**config.mk**
```make
export PLATFORM = sky130hd
export DESIGN_NAME = note_scroller_flat
export DESIGN_NICKNAME = d
export VERILOG_FILES = /design/src/rtl/note_scroller_pkg.sv /design/src/rtl/note_scroller_if.sv /design/src/rtl/note_scroller_lane.sv /design/src/rtl/note_scroller.sv /design/src/flat_wrapper.sv
export SDC_FILE = /design/constraint.sdc
export NUM_CORES = 1
export LEC_CHECK = 0
export CAP_MARGIN = 20
export CORE_MARGIN = 3
export CORE_UTILIZATION = 30
export CTS_CLUSTER_SIZE = 16
export DETAILED_ROUTE_END_ITERATION = 12
export GPL_TIMING_DRIVEN = 1
export PLACE_DENSITY = 0.65
export SLEW_MARGIN = 20
export SYNTH_ARGS = -nofsm -noshare
export SYNTH_HDL_FRONTEND = slang
export SYNTH_SLANG_ARGS = --single-unit
```
**constraint.sdc**
```tcl
create_clock -name clk -period 10.95 [get_ports clk]
set_input_delay 1.6425 -clock clk [delete_from_list [all_inputs] [get_ports clk]]
set_output_delay 1.6425 -clock clk [all_outputs]
set_load 0.01 [all_outputs]
```
**src/rtl/note_scroller_pkg.sv**
```systemverilog
// Shared definitions for the note scroller: lane indices, FSM encoding and
// default chart geometry.
package note_scroller_pkg;

  localparam int LANE_RED    = 0;
  localparam int LANE_YELLOW = 1;
  localparam int LANE_BLUE   = 2;

  localparam int DEF_LANES  = 3;
  localparam int DEF_DEPTH  = 100;
  localparam int DEF_WINDOW = 27;

  typedef enum logic {
    IDLE = 1'b0,
    PLAY = 1'b1
  } state_t;

  // Width needed to hold a step count from 0 up to depth inclusive.
  function automatic int steps_w(input int depth);
    return $clog2(depth + 1);
  endfunction

endpackage

```
**src/rtl/note_scroller_if.sv**
```systemverilog
// Control, chart and status bundle between the chart loader / judge side and
// the note scroller.
interface note_scroller_if
  import note_scroller_pkg::*;
#(
  parameter int LANES  = DEF_LANES,
  parameter int DEPTH  = DEF_DEPTH,
  parameter int WINDOW = DEF_WINDOW
);

  localparam int SW = steps_w(DEPTH);

  logic                      tick;
  logic                      load;
  logic                      pause;
  logic [LANES*DEPTH-1:0]    chart_in;
  logic [LANES-1:0]          hit;
  logic [LANES*WINDOW-1:0]   window_out;
  logic [LANES-1:0]          hit_ok;
  logic [LANES-1:0]          missed;
  logic                      playing;
  logic                      done;
  logic [SW-1:0]             steps_left;

  modport master (
    output tick, load, pause, chart_in, hit,
    input  window_out, hit_ok, missed, playing, done, steps_left
  );

  modport slave (
    input  tick, load, pause, chart_in, hit,
    output window_out, hit_ok, missed, playing, done, steps_left
  );

endinterface

```
**src/rtl/note_scroller_lane.sv**
```systemverilog
// One lane of the chart: a DEPTH-bit scroll register whose MSB is the
// judgement position, with per-lane hit and miss pulses.
module note_lane
  import note_scroller_pkg::*;
#(
  parameter int DEPTH = DEF_DEPTH
) (
  input  logic             clk,
  input  logic             reset,
  input  logic             load,
  input  logic             shift,
  input  logic             hit,
  input  logic [DEPTH-1:0] chart,
  output logic [DEPTH-1:0] lane_q,
  output logic             hit_ok,
  output logic             missed
);

  logic head;
  logic hit_take;

  assign head     = lane_q[DEPTH-1];
  assign hit_take = hit & head;

  // A hit on the same cycle as a shift needs no explicit clear: the judged
  // bit leaves the register and DEPTH-1 takes DEPTH-2 unchanged.
  always_ff @(posedge clk or posedge reset) begin
    if (reset) begin
      lane_q <= '0;
      hit_ok <= 1'b0;
      missed <= 1'b0;
    end else if (load) begin
      lane_q <= chart;
      hit_ok <= 1'b0;
      missed <= 1'b0;
    end else begin
      if (shift) begin
        lane_q <= lane_q << 1;
      end else if (hit_take) begin
        lane_q[DEPTH-1] <= 1'b0;
      end
      hit_ok <= hit_take;
      missed <= shift & head & ~hit;
    end
  end

endmodule

```
**src/rtl/note_scroller.sv**
```systemverilog
// Chart scroller: LANES scroll registers advanced on accepted beat ticks, a
// play-length counter and the IDLE/PLAY sequencing with end-of-song pulse.
module note_scroller
  import note_scroller_pkg::*;
#(
  parameter int LANES  = DEF_LANES,
  parameter int DEPTH  = DEF_DEPTH,
  parameter int WINDOW = DEF_WINDOW
) (
  input  logic            clk,
  input  logic            reset,
  note_scroller_if.slave  bus
);

  localparam int SW = steps_w(DEPTH);

  state_t          state;
  logic [SW-1:0]   steps_left_q;
  logic            done_q;
  logic            playing;
  logic            acc_tick;
  logic            hit_gate;
  logic [LANES-1:0] hit_ok_v;
  logic [LANES-1:0] missed_v;

  assign playing  = (state == PLAY);
  // load always wins over tick and hit; hits are only judged while playing.
  assign acc_tick = bus.tick & playing & ~bus.pause & ~bus.load;
  assign hit_gate = playing & ~bus.pause & ~bus.load;

  for (genvar l = 0; l < LANES; l++) begin : g_lane
    logic [DEPTH-1:0] lane_q;

    note_lane #(
      .DEPTH (DEPTH)
    ) u_lane (
      .clk    (clk),
      .reset  (reset),
      .load   (bus.load),
      .shift  (acc_tick),
      .hit    (bus.hit[l] & hit_gate),
      .chart  (bus.chart_in[l*DEPTH +: DEPTH]),
      .lane_q (lane_q),
      .hit_ok (hit_ok_v[l]),
      .missed (missed_v[l])
    );

    assign bus.window_out[l*WINDOW +: WINDOW] = lane_q[DEPTH-1 -: WINDOW];
  end

  always_ff @(posedge clk or posedge reset) begin
    if (reset) begin
      state        <= IDLE;
      steps_left_q <= '0;
      done_q       <= 1'b0;
    end else if (bus.load) begin
      state        <= PLAY;
      steps_left_q <= SW'(DEPTH);
      done_q       <= 1'b0;
    end else if (acc_tick) begin
      // acc_tick implies PLAY, so steps_left_q is at least 1 here.
      steps_left_q <= steps_left_q - 1'b1;
      if (steps_left_q == SW'(1)) begin
        state  <= IDLE;
        done_q <= 1'b1;
      end else begin
        done_q <= 1'b0;
      end
    end else begin
      done_q <= 1'b0;
    end
  end

  assign bus.hit_ok     = hit_ok_v;
  assign bus.missed     = missed_v;
  assign bus.playing    = playing;
  assign bus.done       = done_q;
  assign bus.steps_left = steps_left_q;

endmodule

```
**src/flat_wrapper.sv**
```systemverilog
// flat-port wrapper written by rule: the top's interface ports become plain ports
module note_scroller_flat import note_scroller_pkg::*;
#(
  parameter int LANES  = DEF_LANES,
  parameter int DEPTH  = DEF_DEPTH,
  parameter int WINDOW = DEF_WINDOW
)
  (clk, reset, bus_tick, bus_load, bus_pause, bus_chart_in, bus_hit, bus_window_out, bus_hit_ok, bus_missed, bus_playing, bus_done, bus_steps_left);
  note_scroller_if #(.LANES(LANES), .DEPTH(DEPTH), .WINDOW(WINDOW)) bus_i ();
  input  logic clk;
  input  logic reset;
  input wire logic [$bits(bus_i.tick)-1:0] bus_tick;
  input wire logic [$bits(bus_i.load)-1:0] bus_load;
  input wire logic [$bits(bus_i.pause)-1:0] bus_pause;
  input wire logic [$bits(bus_i.chart_in)-1:0] bus_chart_in;
  input wire logic [$bits(bus_i.hit)-1:0] bus_hit;
  output wire logic [$bits(bus_i.window_out)-1:0] bus_window_out;
  output wire logic [$bits(bus_i.hit_ok)-1:0] bus_hit_ok;
  output wire logic [$bits(bus_i.missed)-1:0] bus_missed;
  output wire logic [$bits(bus_i.playing)-1:0] bus_playing;
  output wire logic [$bits(bus_i.done)-1:0] bus_done;
  output wire logic [$bits(bus_i.steps_left)-1:0] bus_steps_left;
  assign bus_i.tick = bus_tick;
  assign bus_i.load = bus_load;
  assign bus_i.pause = bus_pause;
  assign bus_i.chart_in = bus_chart_in;
  assign bus_i.hit = bus_hit;
  assign bus_window_out = bus_i.window_out;
  assign bus_hit_ok = bus_i.hit_ok;
  assign bus_missed = bus_i.missed;
  assign bus_playing = bus_i.playing;
  assign bus_done = bus_i.done;
  assign bus_steps_left = bus_i.steps_left;
  note_scroller #(.LANES(LANES), .DEPTH(DEPTH), .WINDOW(WINDOW)) u_core (.clk(clk), .reset(reset), .bus(bus_i));
endmodule
```
==> run metrics, run 1 <==
# DRC=0; number of global-route vias before repair=11600; TNS Setup=0 ps; antenna-violating nets left=0; total CTS buffers=38; CTS clk-pin slew, worst paths=60 ps; Skew-Pair Late Insertion Delay=540 ps; synth unique cells=33; dpl cells=2344; layout cells sized above 1=4.58%; CTS sink cnt=315; Ys Warns=0; num rows=81; Clock Skews=26.4 ps; CP max FO=63; initial core utilization=30.7%; Clk pwr share=40.8%; Syn Area/Cell=10.4 um^2; Initial DRC Count=642; Synth Area in Adders=0.165%; deepest clock path buffer count=3; CTS resizes=0; min Tclk post-route=4090 ps; top post-synthesis cells by area=dfrtp_1 52%, mux2i_1 19%, nand2_1 7.5%, o21ai_0 5.3%, o21ai_1 4.6%; Layout area overhead=32.1%; CTS root buffer=clkbuf_16; Synth Area in Compound Gates=10.3%; RSZ-0062 raised after global routing=false; Fillers=4848; uppermost layer routed=met5; hold_ws=535 ps; Final WS setup=6860 ps; Yosys reg bits=315; maximum clock frequency=0.245 GHz; Reg area=7880 um^2; Synth top area share=51.9%; H-tree depth=2; total track usage=14.9%; Gate power share=15.5%; first drt pass iteration count=4; Finish-stage setup viols=0; Final Max Slew Viols=0; syn_nets=1767; initial antenna violation count=3; Vias/cell=4.62; P_int=2.33 mW; Hold Fails Final Rpt=0; quantity of I/O buffers inserted on ports=403; post-synth top area cell=dfrtp_1; multiplexer share of the synthesized area=19.6%; Core Region=49500 um^2; main combinational cell family by area after synthesis=multiplexers; DIE HEIGHT=231 um; met2 WL=19100 um; P_leak=9.00 nW; arrival time at the worst endpoint=4460 ps; Net Switching=0.793 mW; Final Cycle Share=37.3%; first-pass GRT wire length=64200 um; DP HPWL=28400 um; crit path capture type=register; fin cells=2414; simple-gate share of the synthesized area=8.88%; multi-input logic area=5920 um^2; io pins=404; Worst slew margin=30.2%; WL/cell=16.9 um; Setup Fix Bufs, Post-CTS=0; maximum vdd drop=0.0779 mV; Netlist Area Pre-Place=15200 um^2; met3 WL post-DR=3220 um; sw frac=25.4%; CTS tree=done; fin nets=2030; pin count of the biggest net entering global routing=187; Worst-Margin Slew=1050 ps; status=completed; Met1 Routed Length=17400 um; die area=53400 um^2; WP data required=11320 ps; Hold Crit Class=register to register; via count of the routed design=11200; Reg power frac=43.8%; overall routed net length=40800 um; Final Util=40.6%; crit path launch type=input port; Hold-fix buffers, CTS=0; Post-Place Setup Slack=6350 ps; PD cells=155 nW/um^2; GP Congestion=0.881; register area share after synthesis=51.9%; Overflow after GRT=0; CP Class=input port to register; synthesized instance count=1457; Synth Area in XOR/XNOR=0.0576%; max-cap violations=0; Die Width=231 um
[routing by layer]
| metal | up-vias | track usage (%) |
|---|---|---|
| li1 | 5440 | - |
| met1 | 5310 | 19.2 |
| met2 | 350 | 24.3 |
| met3 | 60 | 4.34 |
| met4 | 4 | 4.84 |
| met5 | - | 0 |
[flip-flops by register name, indices dropped and copies added, names as in the netlist]
signal	flops
u_core.g_lane.u_lane.lane_q	300
u_core.bus.steps_left	7
u_core.g_lane.u_lane.hit_ok	3
u_core.g_lane.u_lane.missed	3
u_core.bus.done	1
u_core.bus.playing	1
[layout make-up]
class	count	area share, %
Multi-Input combinational cell	947	29.5
Clock inverter	11	0.598
Inverter	4	0.112
Clock buffer	57	5.75
Tap cell	664	4.14
Timing Repair Buffer	414	20.6
Sequential cell	315	39.3
Antenna cell	2	0.0249
[worst max-delay path, cell delays in order]
cell             delay [ps]
clkdlybuf4s50_1         570
and3b_4                 840
buf_4                   920
mux2i_1                 280
o21ai_1                  80
[synth_stat cells]
master and n:
inv_1 4, buf_12 1, nor4_1 1, buf_2 16
nor3_1 1, clkbuf_1 52, nor4_2 2, xnor2_1 1
a211oi_1 1, a31oi_1 4, buf_6 15, mux2i_1 295
ha_1 2, and3_1 4, o31a_1 1, nand2_1 303
or3_1 1, o21ai_0 162, and3b_1 1, nor2_1 13
or2_2 1, and4_1 1, nand3b_1 2, o21ai_1 140
nor4b_1 3, nor2b_1 3, a21oi_1 1, nand2b_1 1
buf_4 92, buf_8 15, nand3_1 1, dfrtp_1 315
mux2_2 2
[through the flow]
step / instance area [um^2] / power (mW)
after floorplan: 15200 / 1.67
after global placement: 18800 / 1.86
after detailed placement: 18800 / 1.88
after CTS: 20100 / 3.18
after global routing: 20100 / 3.29
final: 20100 / 3.12
[cell families (layout without fill, tap and decap cells)]
family | count (synthesis) | count (layout)
AOI/OAI and AO/OA | 309 | 309
xor gates and xnor gates | 1 | 1
adders and majority gates | 2 | 2
buffers and inverters | 195 | 486
DFF | 315 | 315
muxes | 297 | 297
other | 0 | 2
and+or+nand+nor | 338 | 338
[power groups by stage]
stage	clock network [mW]	logic, mW	registers, mW
2_1_floorplan	0	0.314	1.35
3_5_place_dp	0	0.489	1.39
4_1_cts	1.32	0.491	1.37
5_1_grt	1.37	0.537	1.38
6_report	1.27	0.482	1.37
3_3_place_gp	0	0.479	1.38
[path summary, 6_finish.rpt]
check	from	end	slack [ps]	depth (start not counted)
max	bus_tick	u_core.g_lane[2].u_lane.lane_q[61]	6860	5
min	u_core.g_lane[2].u_lane.lane_q[0]	u_core.g_lane[2].u_lane.lane_q[0]	540	2
max reg2reg	u_core.bus.playing	u_core.g_lane[2].u_lane.lane_q[61]	8090	4
min reg2reg	u_core.g_lane[2].u_lane.lane_q[0]	u_core.g_lane[2].u_lane.lane_q[0]	540	2
max in group asynchronous	reset	u_core.g_lane[2].u_lane.lane_q[99]	7860	3
min in group asynchronous	reset	u_core.g_lane[1].u_lane.lane_q[91]	1640	2
[cell usage in the layout (no fill, tap or decap), drive strengths merged, types with 2 or more instances in the layout]
cell type | synthesis | routed
diode | 0 | 2
nor2 | 13 | 13
mux2 | 2 | 2
nand2 | 303 | 303
dfrtp | 315 | 315
bufinv | 0 | 2
clkinv | 0 | 5
a31oi | 4 | 4
ha | 2 | 2
o21ai | 302 | 302
nor2b | 3 | 3
clkdlybuf4s50 | 0 | 402
nor4b | 3 | 3
nor4 | 3 | 3
clkbuf | 52 | 57
mux2i | 295 | 295
buf | 139 | 12
nand3b | 2 | 2
inv | 4 | 8
and3 | 4 | 4
Note: power is estimated with default switching activity, not from simulation.
==> run 2: changes to the inputs <==
--- a/config.mk
+++ b/config.mk
@@ -11,7 +11,7 @@
 export CTS_CLUSTER_SIZE = 16
 export DETAILED_ROUTE_END_ITERATION = 12
 export GPL_TIMING_DRIVEN = 1
-export PLACE_DENSITY = 0.65
+export PLACE_DENSITY = 0.63
 export SLEW_MARGIN = 20
 export SYNTH_ARGS = -nofsm -noshare
 export SYNTH_HDL_FRONTEND = slang
==> constraint.sdc (replaced) <==
create_clock -name clk -period 4 [get_ports clk]
set_input_delay 0.6 -clock clk [delete_from_list [all_inputs] [get_ports clk]]
set_output_delay 0.6 -clock clk [all_outputs]
set_load 0.01 [all_outputs]
==> run 2 against run 1 <==
  * Register-to-register slack worse by 6100 ps
  * Clock skew down 17 ps
  * Non-clock buffer count up 14
  * Hold slack worse by 210 ps
  * Critical path depth down 4
  * Die area unchanged
  * Critical endpoint is now bus_playing
  * Largest power group unchanged
==> run metrics, run 2 (synthesis results as in run 1) <==
status=completed; via count of the routed design=11200; Final WS setup=1690 ps; CP endpoint=bus_playing; flop2flop setup slack=2040 ps; Worst slew margin=33.4%; Reg area=7880 um^2; DP HPWL=29100 um; DIE HEIGHT=231 um; path depth of the worst reg2reg path=4; Reg power frac=45.5%; CP Class=register to primary output; Initial DRC Count=732; Die Width=231 um; Skew-Pair Late Insertion Delay=530 ps; WL/cell=16.8 um; CTS clk-pin slew, worst paths=60 ps; first drt pass iteration count=5; max reg flops=300; quantity of I/O buffers inserted on ports=403; total track usage=14.9%; Top reg by flops=u_core.g_lane.u_lane.lane_q; maximum clock frequency=0.432 GHz; layer with the highest usage=met2; P_leak=9.02 nW; CP delay by family, top=buffers and inverters; met1 Use GR=19.0%; Overflow after GRT=0; max-cap violations=0; Net Switching=2.12 mW; sw frac=25.7%; Vias/cell=4.63; CTS tree=done; number of global-route vias before repair=11600; Clk pwr share=38.2%; min Tclk post-route=2310 ps; Setup crit start=u_core.bus.playing; P_int=6.10 mW; crit path cell chain=clkdlybuf4s50_1; RSZ-0062 raised after global routing=false; layout cells sized above 1=4.68%; io pins=404; r2r endpoint=u_core.bus.steps_left[3]; fin nets=2043; Final Cycle Share=57.9%; GP Congestion=0.868; Core Region=49500 um^2; die area=53400 um^2; # DRC=0; num rows=81; WP data required=3400 ps; antenna-violating nets left=0; CTS resizes=0; Finish-stage setup viols=0; CTS root buffer=clkbuf_16; Hold Fails Final Rpt=0; Post-Place Setup Slack=1190 ps; fin cells=2419; arrival time at the worst endpoint=1710 ps; Hold-fix buffers, CTS=0; Setup Fix Bufs, Post-CTS=0; pin count of the biggest net entering global routing=165; Clock Skews=9.17 ps; Final Max Slew Viols=0; H-tree depth=2; total CTS buffers=37; multi-input logic area=5920 um^2; CTS sink cnt=315; Worst path max stage delay=750 ps; commonest cells after routing, fill and taps aside=402 x clkdlybuf4s50_1, 315 x dfrtp_1, 303 x nand2_1; Critical-path top delay cell=clkdlybuf4s50_1; M2 GR Usage=24.4%; Fillers=4906; Hold Crit Class=input port to asynchronous set/reset pin; commonest non-fill, non-tap cell in the layout=clkdlybuf4s50_1; crit path launch type=register; overall routed net length=40700 um; Worst-Margin Slew=999 ps; cell depth of the worst setup path=1; initial core utilization=30.7%; Layout area overhead=32.5%; PD cells=408 nW/um^2; dpl cells=2358; routing usage on met3=4.57%; maximum vdd drop=0.221 mV; Crit path buffers/inverters=1; CP max FO=5; initial antenna violation count=2; crit path capture type=primary output; Gate power share=16.3%; deepest clock path buffer count=3; Worst R2R Start=u_core.bus.playing; first-pass GRT wire length=64100 um
[run 2: cell type report]
cell class / count / area share, %
Antenna cell: 1 / 0.0124
Clock buffer: 56 / 5.35
Clock inverter: 4 / 0.130
Inverter: 4 / 0.0932
Multi-Input combinational cell: 947 / 29.4
Sequential cell: 315 / 39.1
Tap cell: 664 / 4.13
Timing Repair Buffer: 428 / 21.7
[run 2: power by group through the flow]
| stage | Clock (mW) | Combinational, mW | Sequential, mW |
|---|---|---|---|
| finish | 3.14 | 1.34 | 3.74 |
| global route | 3.37 | 1.48 | 3.78 |
| CTS | 3.26 | 1.36 | 3.74 |
| detailed placement | 0 | 1.36 | 3.79 |
| global placement | 0 | 1.33 | 3.79 |
| floorplan | 0 | 0.860 | 3.71 |
[run 2: through the flow]
| stage | cell area [um^2] | util, % | power [mW] | hold slack, ps | TNS, ps |
|---|---|---|---|---|---|
| global placement | 19000 | 38.5 | 5.12 | 513 | 0 |
| global route | 20100 | 40.7 | 8.63 | 315 | 0 |
| detailed placement | 19000 | 38.5 | 5.15 | 529 | 0 |
| CTS | 20100 | 40.7 | 8.37 | 290 | 0 |
| finish | 20100 | 40.7 | 8.22 | 329 | 0 |
| floorplan | 15200 | - | 4.57 | 502 | -251010 |
[run 2: per-layer routing]
metal | part of all wire, % | wire length (um) | vias to the layer above
li1 | - | - | 5445
met1 | 43 | 17600 | 5356
met2 | 47 | 19000 | 334
met3 | 7.6 | 3100 | 56
met4 | 2.4 | 986 | 2
met5 | 0.032 | 13 | -
[run 2: how the worst min path moves through the flow]
stage / to / start / slack, ps / cells after the start
floorplan: u_core.g_lane[1].u_lane.lane_q[0] / u_core.g_lane[1].u_lane.lane_q[0] / 500 / 2
global route: u_core.g_lane[0].u_lane.lane_q[59] / reset / 320 / 2
detailed placement: u_core.g_lane[2].u_lane.lane_q[0] / u_core.g_lane[2].u_lane.lane_q[0] / 530 / 2
CTS: u_core.g_lane[0].u_lane.lane_q[59] / reset / 290 / 2
finish: u_core.g_lane[0].u_lane.lane_q[59] / reset / 330 / 2
global placement: u_core.g_lane[2].u_lane.lane_q[0] / u_core.g_lane[2].u_lane.lane_q[0] / 510 / 2
==> run 3: changes to the inputs <==
==> constraint.sdc (replaced) <==
create_clock -name clk -period 2.15 [get_ports clk]
set_input_delay 0.3225 -clock clk [delete_from_list [all_inputs] [get_ports clk]]
set_output_delay 0.3225 -clock clk [all_outputs]
set_load 0.01 [all_outputs]
==> run 3 against run 2 <==
  * Hold slack worse by 140 ps
  * Clock power is 89% higher
  * Cell count up 1.4%
  * Combinational power is 94% higher
  * Flip-flop and latch count is the same
==> run metrics, run 3 (synthesis results as in run 1) <==
status=completed; quantity of I/O buffers inserted on ports=403; WP data required=1830 ps; Layout area overhead=35.5%; antenna-violating nets left=0; deepest clock path buffer count=3; Hold-fix buffers, CTS=0; GP Congestion=0.880; Placed Area=19400 um^2; # DRC=0; num rows=81; crit path capture type=primary output; arrival time at the worst endpoint=1660 ps; Vias/cell=4.63; Core Region=49500 um^2; max-cap violations=0; Worst slew margin=69.4%; via count of the routed design=11400; P_leak=9.24 nW; DIE HEIGHT=231 um; DP HPWL=31100 um; min Tclk post-route=1990 ps; Overflow after GRT=0; post-route cell area=20600 um^2; initial antenna violation count=4; Worst R2R Start=u_core.bus.playing; Worst-Margin Slew=454 ps; WL/cell=17.1 um; Crit path buffers/inverters=1; r2r endpoint=u_core.g_lane[0].u_lane.lane_q[51]; CP delay by family, top=buffers and inverters; die area=53400 um^2; initial core utilization=30.7%; path depth of the worst reg2reg path=5; Setup Fix Bufs, Post-CTS=0; crit path cell chain=clkdlybuf4s50_1; fin nets=2073; CP Class=register to primary output; maximum vdd drop=0.477 mV; PD cells=753 nW/um^2; Final Cycle Share=92.4%; CP max FO=6; overall routed net length=42000 um; maximum clock frequency=0.503 GHz; Initial DRC Count=618; Final Max Slew Viols=0; fin cells=2453; io pins=404; Fillers=4872; Finish-stage setup viols=0; CTS clk-pin slew, worst paths=60 ps; CTS sink cnt=315; Hold Crit Class=input port to asynchronous set/reset pin; pin count of the biggest net entering global routing=101; first-pass GRT wire length=65800 um; total CTS buffers=37; max reg flops=300; number of global-route vias before repair=11900; commonest non-fill, non-tap cell in the layout=clkdlybuf4s50_1; first drt pass iteration count=4; Clock Skews=9.84 ps; Top reg by flops=u_core.g_lane.u_lane.lane_q; RSZ-0062 raised after global routing=false; Final Power=15.5 mW; hold_ws=187 ps; layout cells sized above 1=6.27%; total track usage=15.4%; Skew-Pair Late Insertion Delay=530 ps; CTS tree=done; flop2flop setup slack=450 ps; CTS root buffer=clkbuf_16; H-tree depth=2; commonest cells after routing, fill and taps aside=401 x clkdlybuf4s50_1, 315 x dfrtp_1, 303 x nand2_1; Hold Fails Final Rpt=0; Final Util=41.6%; Worst path max stage delay=640 ps; dpl cells=2388; Die Width=231 um; crit path launch type=register; Critical-path top delay cell=clkdlybuf4s50_1
-- run 3: cell count changes in the layout (fill, tap and decap cells not counted), moves of 2 or more --
cell / change
buf_12: +15
buf_4: +15
clkbuf_1: +3
clkbuf_16: +2
clkbuf_8: -2
-- run 3: worst max-delay path by stage --
stage,start,endpoint,slack (ps),cells past startpoint
finish,u_core.bus.steps_left[0],bus_steps_left[0],160,1
global route,u_core.g_lane[0].u_lane.lane_q[98],bus_window_out[25],90,1
CTS,u_core.bus.steps_left[0],bus_steps_left[0],90,1
detailed placement,bus_pause,u_core.g_lane[1].u_lane.lane_q[73],100,6
global placement,bus_pause,u_core.g_lane[1].u_lane.lane_q[90],120,6
floorplan,reset,u_core.bus.done,-2370,1
-- run 3: layer usage --
| layer | share of wire (%) | global-route usage (%) |
|---|---|---|
| met1 | 42 | 19.1 |
| met2 | 47 | 25.2 |
| met3 | 8.1 | 5.04 |
| met4 | 2.9 | 5.19 |
| met5 | 0.040 | 0 |
-- run 3: area by class of cell --
class | count | area, um^2 | share of cell area, %
inverter | 4 | 18.8 | 0.0912
clock inverter | 4 | 26.3 | 0.128
sequential | 315 | 7880 | 38.3
multi-input combinational | 947 | 5920 | 28.8
tap | 664 | 831 | 4.04
antenna | 2 | 5.00 | 0.0243
timing repair buffer | 458 | 4790 | 23.3
clock buffer | 59 | 1110 | 5.40
-- run 3: tightest hold or removal path: stages --
cell	delay (ps)
clkdlybuf4s50_1	440
clkinvlp_4	100
buf_4	210
-- run 3: per-stage QoR --
stage	TNS [ps]	setup WS, ps
after global placement	0	120
final	0	163
after floorplan	-746350	-2370
after detailed placement	0	98.2
after global routing	0	88.7
after CTS	0	94.9
-- run 3: power by group --
| part | total, mW | leakage [nW] | switching, mW | internal, mW |
|---|---|---|---|---|
| Clock | 5.95 | 0.553 | 2.43 | 3.53 |
| Combinational | 2.60 | 4.85 | 1.13 | 1.47 |
| Sequential | 6.96 | 3.84 | 0.424 | 6.53 |
| Total | 15.5 | 9.24 | 3.98 | 11.5 |
-- run 3: repair_timing --
item,in CTS,in global routing
gates resized for setup,1,0
endpoints found under the hold margin,0,0
endpoints found under the setup margin,1,0
